## config.mk

```make
export PLATFORM = sky130hd
export DESIGN_NAME = lfu_replacer_param
export DESIGN_NICKNAME = d
export VERILOG_FILES = /design/src/rtl/lfu_replacer_param.sv
export SDC_FILE = /design/constraint.sdc
export NUM_CORES = 1
export LEC_CHECK = 0
export CAP_MARGIN = 10
export CORE_MARGIN = 2
export CORE_UTILIZATION = 46
export CTS_BUF_LIST = sky130_fd_sc_hd__clkbuf_8
export DETAILED_ROUTE_END_ITERATION = 6
export PLACE_DENSITY = 0.73
export SLEW_MARGIN = 20
export SYNTH_ARGS = -nofsm -noshare
export SYNTH_HDL_FRONTEND = slang
export SYNTH_SLANG_ARGS = --single-unit
export TNS_END_PERCENT = 30
```

## constraint.sdc

```tcl
create_clock -name i_clk -period 6.1 [get_ports i_clk]
set_input_delay 1.22 -clock i_clk [delete_from_list [all_inputs] [get_ports i_clk]]
set_output_delay 1.22 -clock i_clk [all_outputs]
set_load 0.005 [all_outputs]
```

## src/rtl/lfu_replacer_param.sv

```systemverilog
// lfu_replacer_param: least-frequently-used victim selector for an N-entry buffer pool.
// One saturating frequency counter per buffer (range 1..MAX); a hit on a saturated
// counter ages the whole pool. The next victim index is registered on each allocation.
// Optional feature macro: LFU_LOCK_EN adds i_lock_mask to exclude buffers from selection.
module lfu_replacer_param #(
  parameter int unsigned NUM_BUF = 4,
  parameter int unsigned CNT_W   = 3,
  localparam int unsigned IDX_W  = (NUM_BUF > 1) ? $clog2(NUM_BUF) : 1
) (
  input  logic             i_clk,
  input  logic             i_rst,
  input  logic             i_new_buf_req,
  input  logic             i_ref_valid,
  input  logic [IDX_W-1:0] i_ref_buf_numbr,
`ifdef LFU_LOCK_EN
  input  logic [NUM_BUF-1:0] i_lock_mask,
`endif
  output logic [IDX_W-1:0] o_buf_num_replc,
  output logic             o_aging_pulse
);

  localparam logic [CNT_W-1:0] CntOne  = CNT_W'(1);
  localparam logic [CNT_W-1:0] CntMax  = {CNT_W{1'b1}};
  // A saturated counter restarts just above the aged midpoint so it stays the hottest.
  localparam logic [CNT_W-1:0] CntAged = (CntMax >> 1) + CntOne;

  logic [NUM_BUF-1:0][CNT_W-1:0] r_cnt;
  logic [IDX_W-1:0]              r_replc;
  logic                          r_aging;

  logic [NUM_BUF-1:0][CNT_W-1:0] w_cnt_nxt;
  logic [IDX_W-1:0]              w_replc_nxt;
  logic                          w_aging_nxt;
  logic [NUM_BUF-1:0]            w_locked;
  logic                          w_found;
  logic [IDX_W-1:0]              w_victim;
  logic [CNT_W-1:0]              w_min;
  logic [CNT_W-1:0]              w_ref_cnt;
  logic                          w_ref_ok;

`ifdef LFU_LOCK_EN
  assign w_locked = i_lock_mask;
`else
  assign w_locked = '0;
`endif

  // Reference is counted only when no allocation competes and the index is in range.
  assign w_ref_ok = i_ref_valid && !i_new_buf_req && (32'(i_ref_buf_numbr) < NUM_BUF);

  // Victim search: lowest count among unlocked buffers other than the current victim;
  // strict less-than keeps the lowest index on ties.
  always_comb begin
    w_found  = 1'b0;
    w_victim = r_replc;
    w_min    = CntMax;
    for (int i = 0; i < NUM_BUF; i++) begin
      if ((IDX_W'(i) != r_replc) && !w_locked[i] && (!w_found || (r_cnt[i] < w_min))) begin
        w_found  = 1'b1;
        w_min    = r_cnt[i];
        w_victim = IDX_W'(i);
      end
    end
  end

  // Current count of the referenced buffer.
  always_comb begin
    w_ref_cnt = '0;
    for (int i = 0; i < NUM_BUF; i++) begin
      if (IDX_W'(i) == i_ref_buf_numbr) begin
        w_ref_cnt = r_cnt[i];
      end
    end
  end

  // Next-state for counters, victim register and aging pulse.
  always_comb begin
    w_cnt_nxt   = r_cnt;
    w_replc_nxt = r_replc;
    w_aging_nxt = 1'b0;
    if (i_new_buf_req) begin
      for (int i = 0; i < NUM_BUF; i++) begin
        if (IDX_W'(i) == r_replc) begin
          w_cnt_nxt[i] = CntOne;
        end
      end
      // With every candidate excluded the victim register simply holds.
      if (w_found) begin
        w_replc_nxt = w_victim;
      end
    end else if (w_ref_ok) begin
      if (w_ref_cnt == CntMax) begin
        w_aging_nxt = 1'b1;
        for (int i = 0; i < NUM_BUF; i++) begin
          if (IDX_W'(i) == i_ref_buf_numbr) begin
            w_cnt_nxt[i] = CntAged;
          end else if ((r_cnt[i] >> 1) == '0) begin
            w_cnt_nxt[i] = CntOne;
          end else begin
            w_cnt_nxt[i] = r_cnt[i] >> 1;
          end
        end
      end else begin
        for (int i = 0; i < NUM_BUF; i++) begin
          if (IDX_W'(i) == i_ref_buf_numbr) begin
            w_cnt_nxt[i] = r_cnt[i] + CntOne;
          end
        end
      end
    end
  end

  // State registers with synchronous reset.
  always_ff @(posedge i_clk) begin
    if (i_rst) begin
      r_cnt   <= {NUM_BUF{CntOne}};
      r_replc <= '0;
      r_aging <= 1'b0;
    end else begin
      r_cnt   <= w_cnt_nxt;
      r_replc <= w_replc_nxt;
      r_aging <= w_aging_nxt;
    end
  end

  assign o_buf_num_replc = r_replc;
  assign o_aging_pulse   = r_aging;

endmodule

```

Word-level counts from Yosys, hierarchy flattened

Index checks and enable logic that the tools add are counted.

Bits in registers: 15
Bits in latches: 0
Memory bits (writable): 0
Memory bits (read-only): 0
Bits of input ports: 6
Word-level logic and storage cells: 93
Memories: 0

Add/sub/neg operators: 4
Multiply operators: 0
Divide/modulo/power cells: 0
Magnitude comparators: 3
Equality and inequality tests: 14
Shift-type cells: 0
Multiplexer cells: 35
Bitwise operators: 1
Reductions and logical operators: 30

Operators by type and width:

| cell                                                  | count |
|---|---|
| 2-to-1 mux 3 bit                                      | 19 |
| 2-to-1 mux 12 bit                                     | 3 |
| 2-to-1 mux 2 bit                                      | 8 |
| AND reduction 3 bit                                   | 5 |
| adder 3 x 1 -> 3 bit, second input constant           | 4 |
| logical NOT 3 bit                                     | 4 |
| nonzero test 3 bit                                    | 4 |
| less-than comparator 3 bit                            | 3 |
| == test 2 bit, first input constant                   | 4 |
| inequality test 2 x 1 -> 1 bit, second input constant | 4 |
| 2-to-1 mux 1 bit                                      | 5 |
| == test 1 x 2 -> 1 bit, first input constant          | 2 |
| logical AND 1 bit                                     | 4 |
| logical NOT 1 bit                                     | 4 |
| logical NOT 2 bit                                     | 2 |
| inequality test 2 bit, first input constant           | 2 |
| nonzero test 2 bit                                    | 2 |
| nonzero test 4 bit                                    | 1 |
| == test 3 bit, second input constant                  | 1 |
| logical OR 1 bit                                      | 3 |
| OR reduction 3 bit                                    | 1 |
| inequality test 1 x 2 -> 1 bit, first input constant  | 1 |
| inverter 1 bit                                        | 1 |

Depth between registers and ports, before layout

Gate-level depths: netlist of the first run.

Depth after elaboration: 15
Gate-level depth with buffers: 19
Mapped depth without buffers: 18

Worst setup path after synthesis of the first run

Ideal clock, no wire load.

Path kind: register to register
Start point: register r_replc[1], in the netlist o_buf_num_replc[1]
End point: register r_replc[1], in the netlist o_buf_num_replc[1]
Library setup time: 0.091 ns
Arrival: 3.688 ns
Setup slack: 2.321 ns
Cell stages (with the launch flop): 19
Path buffers: 1
Clock period less this slack: 3.779 ns
Path through: dfxtp_1 buf_2 nor2_1 nor2_1 ha_1 inv_1 a21oi_1 and2_1 mux2i_1 ha_1 a21oi_1 and3_1 a311oi_1 mux2_2 ha_1 a311oi_1 o21a_1 o31ai_1 a311oi_1

Longest elaborated chain between the ends: 15

RTL lines:

| element                                                                 | RTL line | source |
|---|---|---|
| start: declaration                                                      | 28       | `logic [IDX_W-1:0] r_replc;` |
| start signal: assignment                                                | 120      | `r_replc <= w_replc_nxt;` |
| nonzero test 2 bit                                                      | 57       | `if ((IDX_W'(i) != r_replc) && !w_locked[i] && (!w_found \|\| (r_cnt[i] < w_min))) begin` |
| 2-to-1 mux 3 bit or 2-to-1 mux 1 bit (tied branches)                    | 57       |  |
| less-than comparator 3 bit or logical NOT 1 bit (tied branches)         | 57       |  |
| logical OR 1 bit                                                        | 57       |  |
| logical AND 1 bit                                                       | 57       |  |
| 2-to-1 mux 3 bit or 2-to-1 mux 1 bit (tied branches)                    | 57       |  |
| less-than comparator 3 bit or logical NOT 1 bit (tied branches)         | 57       |  |
| logical OR 1 bit                                                        | 57       |  |
| logical AND 1 bit                                                       | 57       |  |
| 2-to-1 mux 3 bit or 2-to-1 mux 1 bit (tied branches)                    | 57       |  |
| less-than comparator 3 bit or logical NOT 1 bit (tied branches)         | 57       |  |
| logical OR 1 bit                                                        | 57       |  |
| logical AND 1 bit                                                       | 57       |  |
| nonzero test 4 bit (no source line) or 2-to-1 mux 1 bit (tied branches) | --       |  |
| AND reduction 3 bit (no source line)                                    | --       |  |

Parallel ways exist; a longest one is shown, timed or not.
A chain may end at the register's enable or synchronous reset.

Final worst setup path of the first run

Start point: register r_replc[0], in the netlist o_buf_num_replc[0]
End point: register r_replc[1], in the netlist o_buf_num_replc[1]

The elaborated chain is that of the path after synthesis.

==> results of run 1 <==
==> cell families (layout without fill, tap and decap cells) <==
group,Yosys count,count (layout),synth area share
AO/OA/AOI/OAI,60,60,0.311
multiplexers,4,4,0.0333
buffers and inverters,19,23,0.0695
AND/OR/NAND/NOR,58,58,0.256
flip-flops,15,15,0.235
adder cells (fa/ha/maj),9,9,0.0881
XOR/XNOR,1,1,0.00685
==> cell usage in the layout, fill, tap and decap left out, types with 2 or more instances in the layout <==
cell type / n
clkdlybuf4s50_1: 8
ha_1: 9
nand2_1: 10
a211oi_1: 4
nor2_1: 12
clkbuf_8: 3
nand3_1: 5
nand4_1: 2
dfxtp_1: 15
nand2b_1: 5
o211ai_1: 2
a31oi_1: 3
o21a_1: 2
inv_1: 12
o21ai_0: 7
o21ai_1: 2
nor2b_1: 4
and3_1: 6
o31ai_1: 2
o32a_1: 2
a311oi_1: 5
nand4b_1: 2
o22ai_1: 3
mux2i_1: 2
a21oi_1: 18
mux2_2: 2
nand3b_1: 2
o31a_1: 2
o2111ai_1: 2
==> final timing paths <==
| kind | slack, ns | to | startpoint | cells after the start |
|---|---|---|---|---|
| max reg2reg | 1.80 | o_buf_num_replc[1] | o_buf_num_replc[0] | 17 |
| max | 1.80 | o_buf_num_replc[1] | o_buf_num_replc[0] | 17 |
| min | 0.57 | r_cnt[11] | r_cnt[11] | 2 |
| min reg2reg | 0.57 | r_cnt[11] | r_cnt[11] | 2 |
==> registers in the layout, indices dropped and copies added (netlist names) <==
signal	flops
r_cnt	12
o_buf_num_replc	2
o_aging_pulse	1
==> where the power goes <==
group	leakage, nW	switching, W	total [W]	internal, W
registers	0.122	0.00000750	0.000110	0.000102
logic	0.376	0.0000346	0.0000628	0.0000282
clock network	0.0269	0.0000377	0.0000824	0.0000447
==> worst max-delay path, cell delays in order (launching register included) <==
cell and delay [ns]:
dfxtp_1 0.38, nor2_1 0.28, nor2_1 0.07, ha_1 0.28, inv_1 0.04, a21oi_1 0.25
and2_1 0.26, mux2i_1 0.32, ha_1 0.22, a21oi_1 0.11, and3_1 0.20, a311oi_1 0.47
mux2_2 0.39, ha_1 0.20, a311oi_1 0.25, o21a_1 0.16, o31ai_1 0.07, a311oi_1 0.25
==> per-layer routing <==
metal | wire (µm) | share of wire | global-route usage | up-vias
met3 | 176 | 0.056 | 0.0392 | 8
met4 | 55 | 0.017 | 0.0952 | 0
met2 | 1460 | 0.46 | 0.324 | 56
met1 | 1480 | 0.47 | 0.280 | 618
li1 | - | - | - | 639
met5 | 0 | 0 | 0 | -
==> area by class of cell <==
| type | instances | area [µm²] | share of cell area |
|---|---|---|---|
| well taps | 31 | 38.8 | 0.0278 |
| clock inverters | 1 | 3.75 | 0.00269 |
| clock buffers | 3 | 41.3 | 0.0296 |
| flip-flops and latches | 15 | 300 | 0.215 |
| inverters | 11 | 41.3 | 0.0296 |
| repair buffers | 8 | 80.1 | 0.0574 |
| multi-input cells | 132 | 890 | 0.638 |
==> stage by stage <==
step	power, W	worst slack (ns)	cell area, µm²	util	hold slack (ns)
floorplan	0.000156	2.32	1280	-	0.503
global placement	0.000171	2.09	1350	0.503	0.555
detailed placement	0.000173	1.86	1350	0.503	0.555
CTS	0.000255	1.85	1400	0.519	0.564
global route	0.000269	1.53	1400	0.519	0.594
finish	0.000255	1.80	1400	0.519	0.568
==> flow_summary.yaml, run 1 <==
routing:
  drc: 0
  firstDrtPassIters: 4
  routed_wl_mm: 3.17
  vias: 1321
  drtIter0Drc: 62
  vias_per_cell: 6.57
  ant_nets: 0
  wire_per_inst_um: 15.8
floorplanning:
  core_region_area_mm2: 0.00269
  dieWidth_um: 56.7
  initial_core_util: 0.476
  num_io_pins: 9
  num_rows: 19
  dieArea_mm2: 0.00322
  die_h_um: 56.7
yosys:
  async_reset_ff_frac: 0
  ys_types: 47
  synth_top_area_cell: "dfxtp_1"
  synthDominantCellAreaShare: 0.235
  yosysSeqAreaShare: 0.235
  synth_nets: 181
  yosys-top-cells-count: "a21oi_1, dfxtp_1, nor2_1"
  yosys_warnings: 0
  yosysMostFrequentCell: "a21oi_1"
  synth_seq_cells: 15
  netlist_instances: 166
  synth_edf_count: 0
  synth_area_mm2: 0.00128
  synthFlopType: "dfxtp_1"
  synth_area_per_cell_um2: 7.70
  synthTopCellsByArea: "dfxtp_1, ha_1, a21oi_1, nor2_1, a311oi_1"
timing:
  slew_violations: 0
  fin_skew_ns: 0.00261
  slew_headroom: 0.492
  rsz0062_at_grt: "no"
  fmax_mhz: 233
  final.min_clock_period_ns: 4.30
  timing.final.crit_share: 0.704
  setup_violations: 0
  hold_viol_final: 0
  worst_pin_slew_ns: 0.753
  fin_setup_tns_ns: 0
job:
  maxCapViolations: 0
clocking:
  clock_sinks: 15
  cts_tree: "built"
  post_cts_buffers: 0
  post_cts_resized: 0
  clkLatencyLatePin_ns: 0.25
  clockBufferDepth: 2
  path_clk_slew_ns: 0.06
  htreeDepth: 1
  postCtsHoldBufs: 0
  root_buffer: "clkbuf_8"
  numCtsBuffers: 3
critical_path:
  critical_path_class: "flop to flop"
  cp.arrival_ns: 4.46
  worstPathMaxFanout: 9
  required_ns: 6.26
  cp-end-kind: "flop"
  startpoint_type: "flop"
cells_and_area:
  synthToLayoutAreaGrowth_pct: 9.10
  stdcell_count: 201
  diodes: 0
  final_nets: 186
  n_fill_cell: 254
  drive_gt1_frac: 0.0529
grt:
  grtUsageTotal: 0.209
  antenna_found_initial: 0
  grt_pass1_vias: 1199
  grt_remaining_overflow: 0
  grt_pass1_wl_mm: 5.36
  grt_max_degree: 17
placed_design:
  gp_congestion: 0.983
  io_buffers: 8
  place_inst: 197
  hpwl_mm: 2.34
run_status:
  outcome: "complete, no violations"
power_and_ir_drop:
  power_density_mw_per_mm2: 183
  p_leak_nw: 0.525
  vdd_drop_max_uv: 129
worst_hold_path:
  hold_path.class: "flop to flop"
Note: power is estimated with default switching activity, not from simulation.
==> run 2, diff against run 1 <==
Clock period 6.1 ns to 4.36 ns, I/O delays scaled along.
==> run 2 against run 1 <==
Against the previous run: sequential cell count did not move; setup slack got worse by 1.5 ns; register-to-register slack got worse by 1.5 ns; fmax rose by 6.3%; design area rose by 2.2%; die area did not move; global-route usage rose by 0.92 points; critical path type unchanged; via count rose by 1.7%; utilization rose by 1.1 points.
==> flow_summary.yaml, run 2 (synthesis results as in run 1) <==
routing:
  firstDrtPassIters: 4
  routed_wl_mm: 3.23
  wire_per_inst_um: 16.0
  ant_nets: 0
  vias_per_cell: 6.65
  vias: 1343
  drtIter0Drc: 72
  drc: 0
grt:
  antenna_found_initial: 0
  grtUsageTotal: 0.218
  grt_pass1_vias: 1218
  grt_remaining_overflow: 0
  grt_max_degree: 17
  grt_pass1_wl_mm: 5.61
clocking:
  post_cts_resized: 0
  clkLatencyLatePin_ns: 0.24
  cts_tree: "built"
  root_buffer: "clkbuf_8"
  htreeDepth: 1
  clock_sinks: 15
  post_cts_buffers: 0
  postCtsHoldBufs: 0
  numCtsBuffers: 3
  path_clk_slew_ns: 0.06
  clockBufferDepth: 2
cells_and_area:
  final_cell_mix: "a21oi_1, dfxtp_1, inv_1, nor2_1, nand2_1"
  drive_gt1_frac: 0.0877
  final_nets: 187
  post-route-util: 0.531
  largest_reg_flops: 12
  regMostFlops: "r_cnt"
  synthToLayoutAreaGrowth_pct: 11.4
  final_common_cell: "a21oi_1"
  diodes: 0
floorplanning:
  die_h_um: 56.7
  initial_core_util: 0.476
  num_io_pins: 9
  dieWidth_um: 56.7
  dieArea_mm2: 0.00322
  num_rows: 19
  core_region_area_mm2: 0.00269
critical_path:
  cp.arrival_ns: 4.19
  critical_path_class: "flop to flop"
  required_ns: 4.50
  startpoint_type: "flop"
  cp-end-kind: "flop"
  worstPathMaxFanout: 9
timing:
  final.min_clock_period_ns: 4.04
  worst_pin_slew_ns: 0.759
  fin_skew_ns: 0.000997
  setup_violations: 0
  fin_setup_tns_ns: 0
  slew_violations: 0
  slew_headroom: 0.488
  hold_viol_final: 0
  timing.final.crit_share: 0.927
  worst_slack_ns: 0.318
  fmax_mhz: 247
worst_hold_path:
  hold_path.class: "flop to flop"
placed_design:
  io_buffers: 8
  hpwl_mm: 2.49
  gp_congestion: 0.934
  place_ws_ns: 0.111
power_and_ir_drop:
  vdd_drop_max_uv: 147
  p_total_w: 0.000357
  power_density_mw_per_mm2: 251
  p_leak_nw: 0.535
run_status:
  outcome: "complete, no violations"
job:
  maxCapViolations: 0
## run 2: cell types whose count changed in the layout (fill, tap and decap cells not counted)
cell | previous run | this run
buf_4 | 0 | 1
and2_1 | 1 | 0
a21oi_1 | 18 | 16
a21oi_2 | 0 | 2
nor2_1 | 12 | 11
and2_2 | 0 | 1
a311oi_1 | 5 | 4
a311oi_2 | 0 | 1
nor2_4 | 0 | 1
## run 2: final timing paths
path | startpoint | endpoint | slack [ns] | cells past startpoint
worst max register to register | o_buf_num_replc[0] | o_buf_num_replc[1] | 0.32 | 17
worst max-delay path | o_buf_num_replc[0] | o_buf_num_replc[1] | 0.32 | 17
worst min-delay path | r_cnt[6] | r_cnt[6] | 0.57 | 1
worst min register to register | r_cnt[6] | r_cnt[6] | 0.57 | 1
## run 2: cell type report
type	count	area [µm²]
inverter	11	41.3
clock buffer	3	41.3
multi-input combinational	132	912
clock inverter	1	3.75
timing repair buffer	9	87.6
sequential	15	300
fill	261	1260
tap	31	38.8
## run 2: worst max-delay path: stages, from the launching register on
cell      delay [ns]
dfxtp_1         0.39
nor2_4          0.19
nor2_1          0.06
ha_1            0.19
nor2b_1         0.19
o211ai_1        0.20
and2_2          0.26
mux2i_1         0.20
ha_1            0.20
a21oi_1         0.11
and3_1          0.21
a311oi_2        0.38
mux2_2          0.38
ha_1            0.19
a311oi_1        0.26
o21a_1          0.17
o31ai_1         0.08
a311oi_1        0.28
## run 2: metal layers
layer,up-vias,track usage,part of all wire
li1,644,-,-
met4,0,0.0680,0.0093
met3,4,0.0300,0.083
met5,-,0,0
met1,626,0.298,0.43
met2,69,0.354,0.48
## run 2: metrics by stage
step / hold WS [ns] / instance area (µm²) / instances
global placement: 0.560 / 1360 / 198
CTS: 0.571 / 1400 / 202
global route: 0.597 / 1430 / 202
detailed placement: 0.562 / 1360 / 198
finish: 0.571 / 1430 / 202
floorplan: 0.503 / 1280 / 166
## run 2: where the power goes
part	total, W	internal, W	leakage, nW	switching [W]
Clock	0.000110	0.0000623	0.0269	0.0000473
Combinational	0.0000953	0.0000431	0.386	0.0000522
Sequential	0.000153	0.000143	0.122	0.00000974
